### config.mk
export PLATFORM = sky130hd
export DESIGN_NAME = active_prefix_builder
export DESIGN_NICKNAME = d
export VERILOG_FILES = /design/src/rtl/active_prefix_builder.sv
export SDC_FILE = /design/constraint.sdc
export NUM_CORES = 1
export LEC_CHECK = 0
export ABC_CLOCK_PERIOD_IN_PS = 2000
export CORE_MARGIN = 5
export CORE_UTILIZATION = 45
export DETAILED_ROUTE_END_ITERATION = 8
export PLACE_DENSITY = 0.84
export SETUP_SLACK_MARGIN = 0.1
export SYNTH_ARGS = -nofsm -noshare
export SYNTH_HDL_FRONTEND = slang
export SYNTH_SLANG_ARGS = --single-unit
export TNS_END_PERCENT = 5
### constraint.sdc
create_clock -name clk_i -period 2 [get_ports clk_i]
set_clock_uncertainty 0.2 [all_clocks]
set_input_delay 0.2 -clock clk_i [delete_from_list [all_inputs] [get_ports clk_i]]
set_output_delay 0.2 -clock clk_i [all_outputs]
set_load 0.005 [all_outputs]
### src/rtl/active_prefix_builder.sv
// -----------------------------------------------------------------------------
// active_prefix_builder
//
// Purpose:
//   Builds a growing prefix of 4-bit low-entropy symbols. Each prefix is offered
//   to an external combinational codebook. When the codebook reports a match, the
//   codeword is handed to a downstream bit packer. If the prefix reaches 16
//   nibbles with no match, a sticky overflow flag is raised. In that case the
//   prefix is discarded.
//
// Ports:
//   clk_i, rst_n_i        clock (rising edge), asynchronous active-low reset
//   sym_valid_i/sym_i     incoming symbol ('hF is the terminal symbol)
//   sym_ready_o           high while the builder can take a symbol
//   ap_cnt_o/ap_data_o    registered active prefix (newest nibble at LSB)
//   encode_match_i,
//   encode_length_i,
//   encode_data_i         combinational codebook answer for the current prefix
//   cw_valid_o/cw_ready_i codeword handshake toward the bit packer
//   cw_length_o/cw_data_o codeword held stable while cw_valid_o is high
//   overflow_o            sticky: prefix hit 16 nibbles without a match
//   cw_count_o            (AP_STATS_EN only) saturating codeword handshake count
//
// Configuration macro: AP_STATS_EN adds cw_count_o and its counter.
// -----------------------------------------------------------------------------
module active_prefix_builder #(
  parameter int CODEBOOK_LENGTH_MAX = 64,
  parameter int ENCODE_DATALENGTH   = 21
) (
  input  logic                           clk_i,
  input  logic                           rst_n_i,
  input  logic                           sym_valid_i,
  input  logic [3:0]                     sym_i,
  output logic                           sym_ready_o,
  output logic [5:0]                     ap_cnt_o,
  output logic [CODEBOOK_LENGTH_MAX-1:0] ap_data_o,
  input  logic                           encode_match_i,
  input  logic [5:0]                     encode_length_i,
  input  logic [ENCODE_DATALENGTH-1:0]   encode_data_i,
  output logic                           cw_valid_o,
  input  logic                           cw_ready_i,
  output logic [5:0]                     cw_length_o,
  output logic [ENCODE_DATALENGTH-1:0]   cw_data_o,
  output logic                           overflow_o
`ifdef AP_STATS_EN
  ,
  output logic [15:0]                    cw_count_o
`endif
);

  typedef enum logic [1:0] {
    ACCEPT,
    LOOKUP,
    EMIT
  } state_e;

  localparam logic [5:0] PrefixMax = 6'd16;

  state_e                         state_q, state_d;
  logic [5:0]                     apCnt_q, apCnt_d;
  logic [CODEBOOK_LENGTH_MAX-1:0] apData_q, apData_d;
  logic [5:0]                     cwLength_q, cwLength_d;
  logic [ENCODE_DATALENGTH-1:0]   cwData_q, cwData_d;
  logic                           overflow_q, overflow_d;

  // All state registers. The asynchronous reset drops every pending prefix or
  // codeword at once. Because the FSM decodes cw_valid_o directly, it falls in
  // the same instant.
  always_ff @(posedge clk_i or negedge rst_n_i) begin
    if (!rst_n_i) begin
      state_q    <= ACCEPT;
      apCnt_q    <= '0;
      apData_q   <= '0;
      cwLength_q <= '0;
      cwData_q   <= '0;
      overflow_q <= 1'b0;
    end else begin
      state_q    <= state_d;
      apCnt_q    <= apCnt_d;
      apData_q   <= apData_d;
      cwLength_q <= cwLength_d;
      cwData_q   <= cwData_d;
      overflow_q <= overflow_d;
    end
  end

  // Next-state logic. The codebook is consulted only in LOOKUP, against the
  // registered prefix. This limits throughput to one symbol every two cycles.
  // It also keeps the codebook's combinational path off the symbol input.
  always_comb begin
    state_d    = state_q;
    apCnt_d    = apCnt_q;
    apData_d   = apData_q;
    cwLength_d = cwLength_q;
    cwData_d   = cwData_q;
    overflow_d = overflow_q;
    case (state_q)
      ACCEPT: begin
        if (sym_valid_i) begin
          apData_d = {apData_q[CODEBOOK_LENGTH_MAX-5:0], sym_i};
          apCnt_d  = apCnt_q + 6'd1;
          state_d  = LOOKUP;
        end
      end
      LOOKUP: begin
        if (encode_match_i) begin
          cwLength_d = encode_length_i;
          cwData_d   = encode_data_i;
          apCnt_d    = '0;
          apData_d   = '0;
          state_d    = EMIT;
        end else if (apCnt_q >= PrefixMax) begin
          // A full prefix with no match can never match. Drop it and flag it.
          overflow_d = 1'b1;
          apCnt_d    = '0;
          apData_d   = '0;
          state_d    = ACCEPT;
        end else begin
          state_d = ACCEPT;
        end
      end
      EMIT: begin
        if (cw_ready_i) begin
          state_d = ACCEPT;
        end
      end
      default: begin
        state_d = ACCEPT;
      end
    endcase
  end

`ifdef AP_STATS_EN
  logic [15:0] cwCount_q;

  // Counts accepted codewords. The count saturates instead of wrapping.
  always_ff @(posedge clk_i or negedge rst_n_i) begin
    if (!rst_n_i) begin
      cwCount_q <= '0;
    end else if ((state_q == EMIT) && cw_ready_i && (cwCount_q != 16'hFFFF)) begin
      cwCount_q <= cwCount_q + 16'd1;
    end
  end

  assign cw_count_o = cwCount_q;
`endif

  // sym_ready_o is gated by rst_n_i. During reset the state already reads
  // ACCEPT, but the builder must not advertise readiness.
  assign sym_ready_o = (state_q == ACCEPT) && rst_n_i;
  assign cw_valid_o  = (state_q == EMIT);
  assign ap_cnt_o    = apCnt_q;
  assign ap_data_o   = apData_q;
  assign cw_length_o = cwLength_q;
  assign cw_data_o   = cwData_q;
  assign overflow_o  = overflow_q;

endmodule
Word-level counts from Yosys, hierarchy flattened --
Index checks and enable logic that the tools add are counted.
Word-level totals: bits in registers 100, bits in latches 0, memory bits (writable) 0, ROM bits 0, output and inout port bits 100, memories kept 0
Cells by class: add/sub/neg operators 1, $mul 0, div/mod/pow operators 0, magnitude comparators 1, equal/unequal tests 5, shift operators 0, muxes and demuxes 12, bitwise logic cells 1, reductions and logical operators 7
Operators by type and width (number):
- $mux W64 | 3
- $pmux W64 S2 | 1
- $mux W6 | 3
- $pmux W6 S2 | 1
- $add A6 B1 Y6 const B | 1
- $ge A6 B5 Y1 const B | 1
- $mux W2 | 3
- $pmux W2 S3 | 1
- $reduce_and A3 Y1 | 2
- $reduce_and A2 Y1 | 2
- $ne A3 B3 Y1 const B | 1
- $eq A2 B1 Y1 const B | 1
- $eq A2 B2 Y1 const B | 1
- $logic_not A2 Y1 | 1
- $ne A2 B1 Y1 const B | 1
- $ne A2 B2 Y1 const B | 1
- $reduce_bool A2 Y1 | 1
- $logic_and A1 B1 Y1 | 1
- $not A1 Y1 | 1

Depth between registers and ports, before layout --
Gate-level depths: netlist of the first run.
depth after elaboration 4, gate-level depth with buffers 6, mapped depth without buffers 4

Worst setup path before layout of the first run --
OpenSTA, ideal clock, no wires.
path type reg-to-reg, start register state_q[1], end register apData_q[19], in the netlist ap_data_o[19], library setup time 0.121 ns, arrival 1.417 ns, data required time 1.679 ns, setup slack 0.262 ns, cell stages (with the launch flop) 7, clock period less this slack 1.738 ns, cell sequence dfrtp_1 > buf_2 > o21bai_4 > or2_4 > buf_12 > buf_6 > a22o_1
On the way: cells in the longest elaborated chain, start to end 3, elaborated cells on any way between the ends 7, classes of those cells 3 x eq/ne; 1 x mux; 3 x reduce/logical
RTL lines:
- start, declared | RTL line 59 | state_e state_q, state_d;
- start signal, assigned | RTL line 78 | state_q <= state_d;
- $eq A2 B1 Y1 / $logic_not A2 Y1 (equally long branches) | RTL line 97 | case (state_q)
- $ne A3 B3 Y1 (no line), or another cell as far along
- $reduce_and A3 Y1 (no line)
- end signal, assigned | RTL line 80 | apData_q <= apData_d;
- end, declared | RTL line 61 | logic [CODEBOOK_LENGTH_MAX-1:0] apData_q, apData_d;
Parallel ways exist; a longest one is shown, timed or not. A chain may end at the register's enable or synchronous reset.

Final worst setup path of the first run --
start register apCnt_q[4], in the netlist ap_cnt_o[4], end output ap_cnt_o[4]
RTL lines:
- start, declared | RTL line 60 | logic [5:0] apCnt_q, apCnt_d;
- start signal, assigned | RTL line 79 | apCnt_q <= apCnt_d;
- end, declared | RTL line 35 | output logic [5:0] ap_cnt_o,
No word-level cell between the ends.

==> impl_metrics.json, run 1 <==
{
  "drv_slew": 0,
  "synth_nets": 336,
  "crit_family": "buffers and inverters",
  "avgSynthCellArea_sq_um": 13.1,
  "synth-edff-count": 0,
  "synth_most_common_cell": "dfrtp_1",
  "vias_per_cell": 5.34,
  "yosys.area.top_type_share_pct": 64.0,
  "routedWlPerCell_um": 16.6,
  "setup_tns_ns": 0,
  "hold_depth": 2,
  "path_class": "flip-flop to output port",
  "cts_root_buf": "clkbuf_8",
  "grt_pass1_vias": 2844,
  "irDropWorstVdd_uv": 661,
  "synthDistinctLibCells": 32,
  "synth.top_cells.by_count": "dfrtp_1, o21ai_0, a22o_1",
  "run_status": "finished clean",
  "crit_path_cell_trace": "clkdlybuf4s50_1",
  "drtAntennaViolNets": 0,
  "dpl.hpwl_um": 6540,
  "synthFlopType": "dfrtp_1",
  "hold_start": "cw_ready_i",
  "synth-seq-cells": 100,
  "r2r_end": "ap_data_o[48]",
  "cts_buffer_depth": 2,
  "fp.dieW_um": 103,
  "dr.pass1.iters": 4,
  "power_density_mw_per_mm2": 970,
  "rr_startpoint": "state_q[0]",
  "syn2layout_area_growth_pct": 43.5,
  "grt.total_usage_pct": 17.3,
  "ys_warn_count": 0,
  "syn-cell-area_sq_mm": 0.00391,
  "critPathSlowestCell": "clkdlybuf4s50_1",
  "cp.required_ns": 1.60,
  "final_nets": 475,
  "setup_viol": 0,
  "h-tree-depth": 3,
  "io_buffer_count": 135,
  "hp-class": "input port to flip-flop",
  "grt_overflow": 0,
  "wirelength_um": 9150,
  "setup_ws_ns": 0.189,
  "finalHoldViolations": 0,
  "clock-sinks": 100,
  "regToRegSetupSlack_ns": 0.20,
  "clk_pin_slew_worst_paths_ns": 0.09,
  "slowest_delay_ns": 0.57,
  "preCtsSetupSlack_ns": 0.0954,
  "yosysTopAreaCell": "dfrtp_1",
  "maxCapViolations": 0,
  "cp_num_buf_inv": 1,
  "gp_congestion": 0.746,
  "core_area_sq_mm": 0.00859,
  "synthTopCellsByArea": "dfrtp_1, a22o_1, mux2_2",
  "drt_iter0_drc": 151,
  "cts_made_buffers": 9,
  "num_rows": 34,
  "insertion_delay_ns": 0.35,
  "die-area_sq_mm": 0.0107,
  "fillerInstances": 659,
  "cp-start-kind": "flip-flop",
  "start_util_pct": 45.5,
  "rsz0062_at_grt": "false",
  "p_leak_nw": 2.42,
  "cp.arrival_ns": 1.41,
  "drive_above_1_share_pct": 14.7,
  "drc": 0,
  "hold_end": "state_q[1]",
  "fin_crit_ns": 1.81,
  "fmax_ghz": 0.552,
  "synthArstFlopShare_pct": 100,
  "ios": 136,
  "grt_max_degree": 101,
  "period_share_pct": 90.5,
  "cts_tree": "yes",
  "die_h_um": 103,
  "grt_pass1_wl_um": 14300,
  "netlist_instances": 299,
  "seq_area_frac_synth_pct": 64.0,
  "slew_headroom_pct": 66.3,
  "end_kind": "output port",
  "worst_pin_slew_ns": 0.505,
  "vias": 2941,
  "cp_max_fo": 7,
  "diodes": 0,
  "antenna_found_initial": 0,
  "worstRegToRegCells": 5
}
==> cells in the final DEF (no fill, tap or decap), drive strengths merged, types with 2 or more instances in the layout <==
cell / instances
nand2: 28
nand4: 2
clkbuf: 10
inv: 4
clkdlybuf4s50: 132
o21bai: 2
nor2b: 2
mux2i: 2
o21ai: 54
mux2: 28
nand2b: 2
a22o: 40
dfrtp: 100
buf: 15
nor3b: 2
clkinv: 3
clkinvlp: 2
a211oi: 2
nand3: 3
==> layer usage <==
layer	track usage [%]	vias up	wire (um)
met3	4.49	11	667
met4	5.98	0	133
met5	0	-	0
met2	28.7	96	4590
met1	22.0	1477	3750
li1	-	1357	-
==> state kept, by name, summed over array words and instances, names as in the netlist <==
signal and cells:
ap_cnt_o 6, ap_data_o 64, cw_data_o 21, cw_length_o 6
overflow_o 1, state_q 2
==> final cells by class <==
type / instances / area [sq um] / share of cell area, %
Timing Repair Buffer: 150 / 1540 / 27.4
Multi-Input combinational cell: 174 / 1250 / 22.3
Sequential cell: 100 / 2500 / 44.6
Tap cell: 108 / 135 / 2.41
Inverter: 3 / 11.3 / 0.201
Clock buffer: 10 / 128 / 2.27
Clock inverter: 6 / 38.8 / 0.691
==> worst max path at each step <==
stage / startpoint / endpoint / slack, ns / depth (start not counted)
4_1_cts: state_q[0] / cw_valid_o / 0.06 / 3
5_1_grt: ap_cnt_o[4] / ap_cnt_o[4] / 0.12 / 1
2_1_floorplan: state_q[1] / ap_data_o[19] / 0.26 / 6
6_report: ap_cnt_o[4] / ap_cnt_o[4] / 0.19 / 1
3_5_place_dp: encode_match_i / ap_data_o[43] / 0.1 / 5
3_3_place_gp: encode_match_i / ap_data_o[52] / 0.13 / 5
==> metrics by stage <==
step / hold slack, ns / instance area [sq um] / cells / power [mW] / utilization, %
after floorplan: -0.296 / 3910 / 299 / 3.32 / -
after global placement: 0.140 / 5420 / 532 / 4.33 / 63.0
after detailed placement: 0.149 / 5420 / 532 / 4.39 / 63.0
after CTS: 0.211 / 5610 / 551 / 5.52 / 65.3
after global routing: 0.209 / 5610 / 551 / 5.76 / 65.3
final: 0.224 / 5610 / 551 / 5.44 / 65.3
==> what timing repair did <==
item	CTS	global route
resized for setup	3	1
hold endpoints to repair	100	0
cloned	0	0
hold buffers	1	0
endpoints found under the setup margin	2	1
buffers inserted	2	0
==> power by group <==
group	switching, mW	internal, mW
clock network	0.664	0.451
logic	0.603	1.07
registers	0.256	2.39
==> cell families (layout without fill, tap and decap cells) <==
kind of cell,Yosys count,count (layout),synth area share (%)
buffers and inverters,25,169,4.10
muxes,30,30,8.58
DFF,100,100,64.0
adders and majority gates,1,1,0.320
and+or+nand+nor,43,43,5.70
AOI/OAI and AO/OA,100,100,17.3
Power figures use the tool's default switching activity.
==> inputs of run 2 (changes only) <==
--- a/config.mk
+++ b/config.mk
@@ -11,6 +11,7 @@
 export DETAILED_ROUTE_END_ITERATION = 8
 export PLACE_DENSITY = 0.84
 export SETUP_SLACK_MARGIN = 0.1
+export SLEW_MARGIN = 40
 export SYNTH_ARGS = -nofsm -noshare
 export SYNTH_HDL_FRONTEND = slang
 export SYNTH_SLANG_ARGS = --single-unit
==> results of run 2 <==
Same layout as run 1: the final DEF is identical, and so are final timing and power.
==> edit 1: new RTL, flow settings as in run 2 <==
Encoding of `state_e`: now one-hot (3 bits for 3 states).
--- a/src/rtl/active_prefix_builder.sv
+++ b/src/rtl/active_prefix_builder.sv
@@ -50,6 +50,6 @@
 
-  typedef enum logic [1:0] {
-    ACCEPT,
-    LOOKUP,
-    EMIT
+  typedef enum logic [2:0] {
+    ACCEPT = 3'b001,
+    LOOKUP = 3'b010,
+    EMIT   = 3'b100
   } state_e;
Function: no difference found for any inputs over 10 cycles, from zero or initial values and one cycle with rst_n_i low; not proved beyond that.
==> edit 1 against run 2 <==
Final area up 8.6%; sequential cell count rose by 1; setup slack got worse by 0.12 ns; synthesized area grew 7.3%; wire length up 14%; synthesized cell count increased by 28%; largest cell class unchanged.
Power is not compared: it rests on default switching activity, and its combinational part moved more than twofold at a synthesized area within 25%.
==> edit 1: results (changes against run 2) <==
Final HPWL DP=6.909 mm (+5.7%); M1 GR Usage=23.32% (+1.3 points); Num Clock Sinks=101 (+1.0%); comb_multi_in=190 (+9.2%); WL met1=4.315 mm (+15%); outcome=complete, no violations; top post-synthesis cells by count=dfrtp_1 (100), inv_1 (66), nand3_1 (66), o21ai_0 (46), mux2_2 (27); sequential share of cell area=41.49% (-3.1 points); syn nets=420 (+25%); crit-path max FO=21 (+14); sequential area share after synthesis=60.27% (-3.7 points); slowest library cell on the worst path=or3b_4; Final clock-cell share=3.428% (+0.46 points); Met2 Routed Length=5.285 mm (+15%); drt total wl=10.43 mm (+14%); Layout fillers=712 (+8.0%); worst slew pin tran=0.5486 ns (+0.04340 ns); number of global-route vias before repair=3418 (+20%); multi-input gate area in the final layout=1303 um^2 (+3.9%); proportion of layout cells with a drive suffix above 1=16.86% (+2.2 points); Post-Place Cells=614 (+15%); GRT Util Overall=18.31% (+1.1 points); setup bufs post-CTS=3 (+1); non-filler instance count after layout=639 (+16%); DP Worst Slack=0.01205 ns (-0.08339 ns); critical path launch point=state_q[0]$_DFFE_PN1P_; syn_area_per_cell=10.95 um^2 (-16%); GR Util met3=5.343% (+0.85 points); first-pass GRT wire length=16.86 mm (+18%); largest net degree at the start of global routing=102 (+0.99%); fraction of area in multi-input gates=21.37% (-0.97 points); adder-cell share of the synthesized area=0.2982% (-0.022 points); post-layout net count=560 (+18%); number of buffers outside the clock class in the layout=154 (+2.7%); vias per cell=5.160 (-3.3%); mux share of post-synthesis cell area=7.724% (-0.85 points); Max stage delay on crit path=0.41 ns (-0.16 ns); min-delay src=sym_i[0]
## edit 1: cell count changes in the layout (fill, tap and decap cells not counted), sizes merged, moves of 3 or more
cell    change
nand3      +63
or3b        +3
a21oi       +6
inv        +63
clkbuf      +3
o21ai      +13
a22o       -40
nand2      -27
## edit 1: worst paths after layout
path,slack [ns],end,depth (start not counted)
hold reg to reg,0.31,overflow_o$_DFFE_PN0P_,2
min in group asynchronous,0.28,ap_data_o[41]$_DFFE_PN0P_,3
setup reg to reg,0.07,ap_data_o[50]$_DFFE_PN0P_,6
hold / removal,0.22,ap_data_o[0]$_DFFE_PN0P_,3
max in group asynchronous,0.88,ap_data_o[37]$_DFFE_PN0P_,3
setup / recovery,0.07,ap_data_o[50]$_DFFE_PN0P_,6
## edit 1: worst reg2reg max path, delay by kind of cell (launching register included)
family	cells	cell delay, ns
and+or+nand+nor	1	0.41
buffers and inverters	3	0.45
DFF	1	0.39
AOI/OAI and AO/OA	2	0.35
==> edit 2: new RTL, settings of run 2 <==
Without the edit above. Add a define of `AP_STATS_EN`.
--- a/src/rtl/active_prefix_builder.sv
+++ b/src/rtl/active_prefix_builder.sv
@@ -25,2 +25,4 @@
 // -----------------------------------------------------------------------------
+`define AP_STATS_EN
+
 module active_prefix_builder #(
Formal check against the unedited RTL (old outputs only; new: cw_count_o): equivalent (equiv_simple and equiv_induct, registers matched by name and starting in step).
==> edit 2 against run 2 <==
Count of clock-buffer cells in the layout grew 10; wire length increased by 24%; final area up 27%; core utilization is 4.2 points higher; total power increased by 53%; synthesized area rose by 21%; sequential cell count is 16 higher; non-clock buffer count rose by 21; setup slack worse by 0.098 ns; largest power group is now clock.
==> edit 2: results (changes against run 2) <==
largest net degree at the start of global routing=117 (+16%); slowest library cell on the worst path=or3_1; synth unique cells=36 (+13%); min-delay src=sym_i[3]; hold path endpoint=ap_data_o[3]$_DFFE_PN0P_; critical path's top delay family=simple AND/OR/NAND/NOR gates; Sw Share=24.94% (-3.0 points); adder-cell share of the synthesized area=0.5306% (+0.21 points); top post-synthesis cells by count=dfrtp_1 (116), nand2_1 (62), a22o_1 (41), o21ai_0 (29), mux2_4 (19); relative slew slack=60.00% (-6.3 points); synth warn=0 (unchanged); proportion of layout cells with a drive suffix above 1=18.12% (+3.4 points); asr flop ratio synth=100.0% (unchanged); Root Driver=clkbuf_8; R2R depth=5 (unchanged); CTS clock-pin slew for the worst setup and hold paths=0.06 ns (-0.03 ns); post-synthesis xor/xnor area fraction=2.600% (+2.6 points); VDD IR max=0.7617 mV (+15%); vias=3512 (+19%); Clock Latency Late Sink=0.49 ns (+0.14 ns); Synth Area in Compound Gates=11.33% (-6.0 points); Crit path arrival time=2.09 ns (+0.68 ns); hold path depth=2 (unchanged); top cells by area, synth=dfrtp_1 (62%), a22o_1 (7.6%), mux2_4 (6.0%); mux share of post-synthesis cell area=9.101% (+0.52 points); GRT Util Overall=18.35% (+1.1 points); first-pass GRT wire length=18.70 mm (+31%); outcome=complete, no violations; number of port buffers=151 (+12%); Setup crit end=cw_count_o[12]$_DFFE_PN0P_; CTS Buf Count=17 (+8); Antenna Cells=0 (unchanged); max reg flops=64 (unchanged); post-layout net count=577 (+21%); critical path launch point=cw_count_o[0]$_DFFE_PN0P_; crit-path max FO=4 (-3); clk buf depth=2 (unchanged); routed len/inst=16.51 um (-0.50%); FF-to-FF setup slack=0.09 ns (-0.11 ns); number of global-route vias before repair=3657 (+29%); sequential area share after synthesis=61.55% (-2.4 points); syn nets=411 (+22%); LEAKAGE=3.411 nW (+41%); DR iter-0 viols=158 (+4.6%); Max stage delay on crit path=0.44 ns (-0.13 ns); Pre-antenna DRT Iters=4 (unchanged); htree depth=4 (+1); GP Congestion=0.7931 (+6.3%); Hold Crit Class=in2reg; initial antenna violation count=0 (unchanged); Final HPWL DP=7.790 mm (+19%)
==> edit 2: final cells by class <==
cell class / instances / area, um^2
Clock inverter: 12 / 200.2
Timing Repair Buffer: 171 / 1740
Inverter: 4 / 15.01
Fill cell: 745 / 3132
Multi-Input combinational cell: 229 / 1664
Clock buffer: 20 / 445.4
Tap cell: 136 / 170.2
Sequential cell: 116 / 2910
==> edit 2: what timing repair did <==
action,CTS,global route
pin swaps,0,1
setup buffers,1,3
endpoints found under the hold margin,116,0
endpoints found under the setup margin,8,35
resized for setup,3,25
hold buffers,1,0
==> edit 2: metal layers <==
metal	share of wire [%]	track usage, %	vias up
li1	-	-	1650
met1	44	23.54	1744
met5	0	0	-
met2	50	30.31	106
met3	5.4	5.606	12
met4	1.0	5.128	0
==> edit 2: power by group through the flow <==
stage | Sequential (mW) | Clock, mW | Combinational, mW
floorplan | 3.13 | 0 | 0.772
global placement | 3.11 | 0 | 1.97
detailed placement | 3.14 | 0 | 2.02
CTS | 3.10 | 3.31 | 2.05
global route | 3.16 | 3.43 | 2.15
finish | 3.10 | 3.26 | 1.99
==> edit 2: per-stage QoR <==
stage / setup slack [ns] / hold slack, ns / utilization, % / instances / cell area [um^2]
after floorplan: 0.1269 / -0.2956 / - / 373 / 4716
after detailed placement: 0.02150 / 0.1799 / 62.24 / 651 / 6396
after CTS: 0.01511 / 0.06966 / 68.68 / 685 / 7058
after global routing: 0.01472 / 0.08238 / 69.53 / 688 / 7146
final: 0.09101 / 0.09760 / 69.53 / 688 / 7146
after global placement: 0.05564 / 0.1701 / 62.24 / 651 / 6396
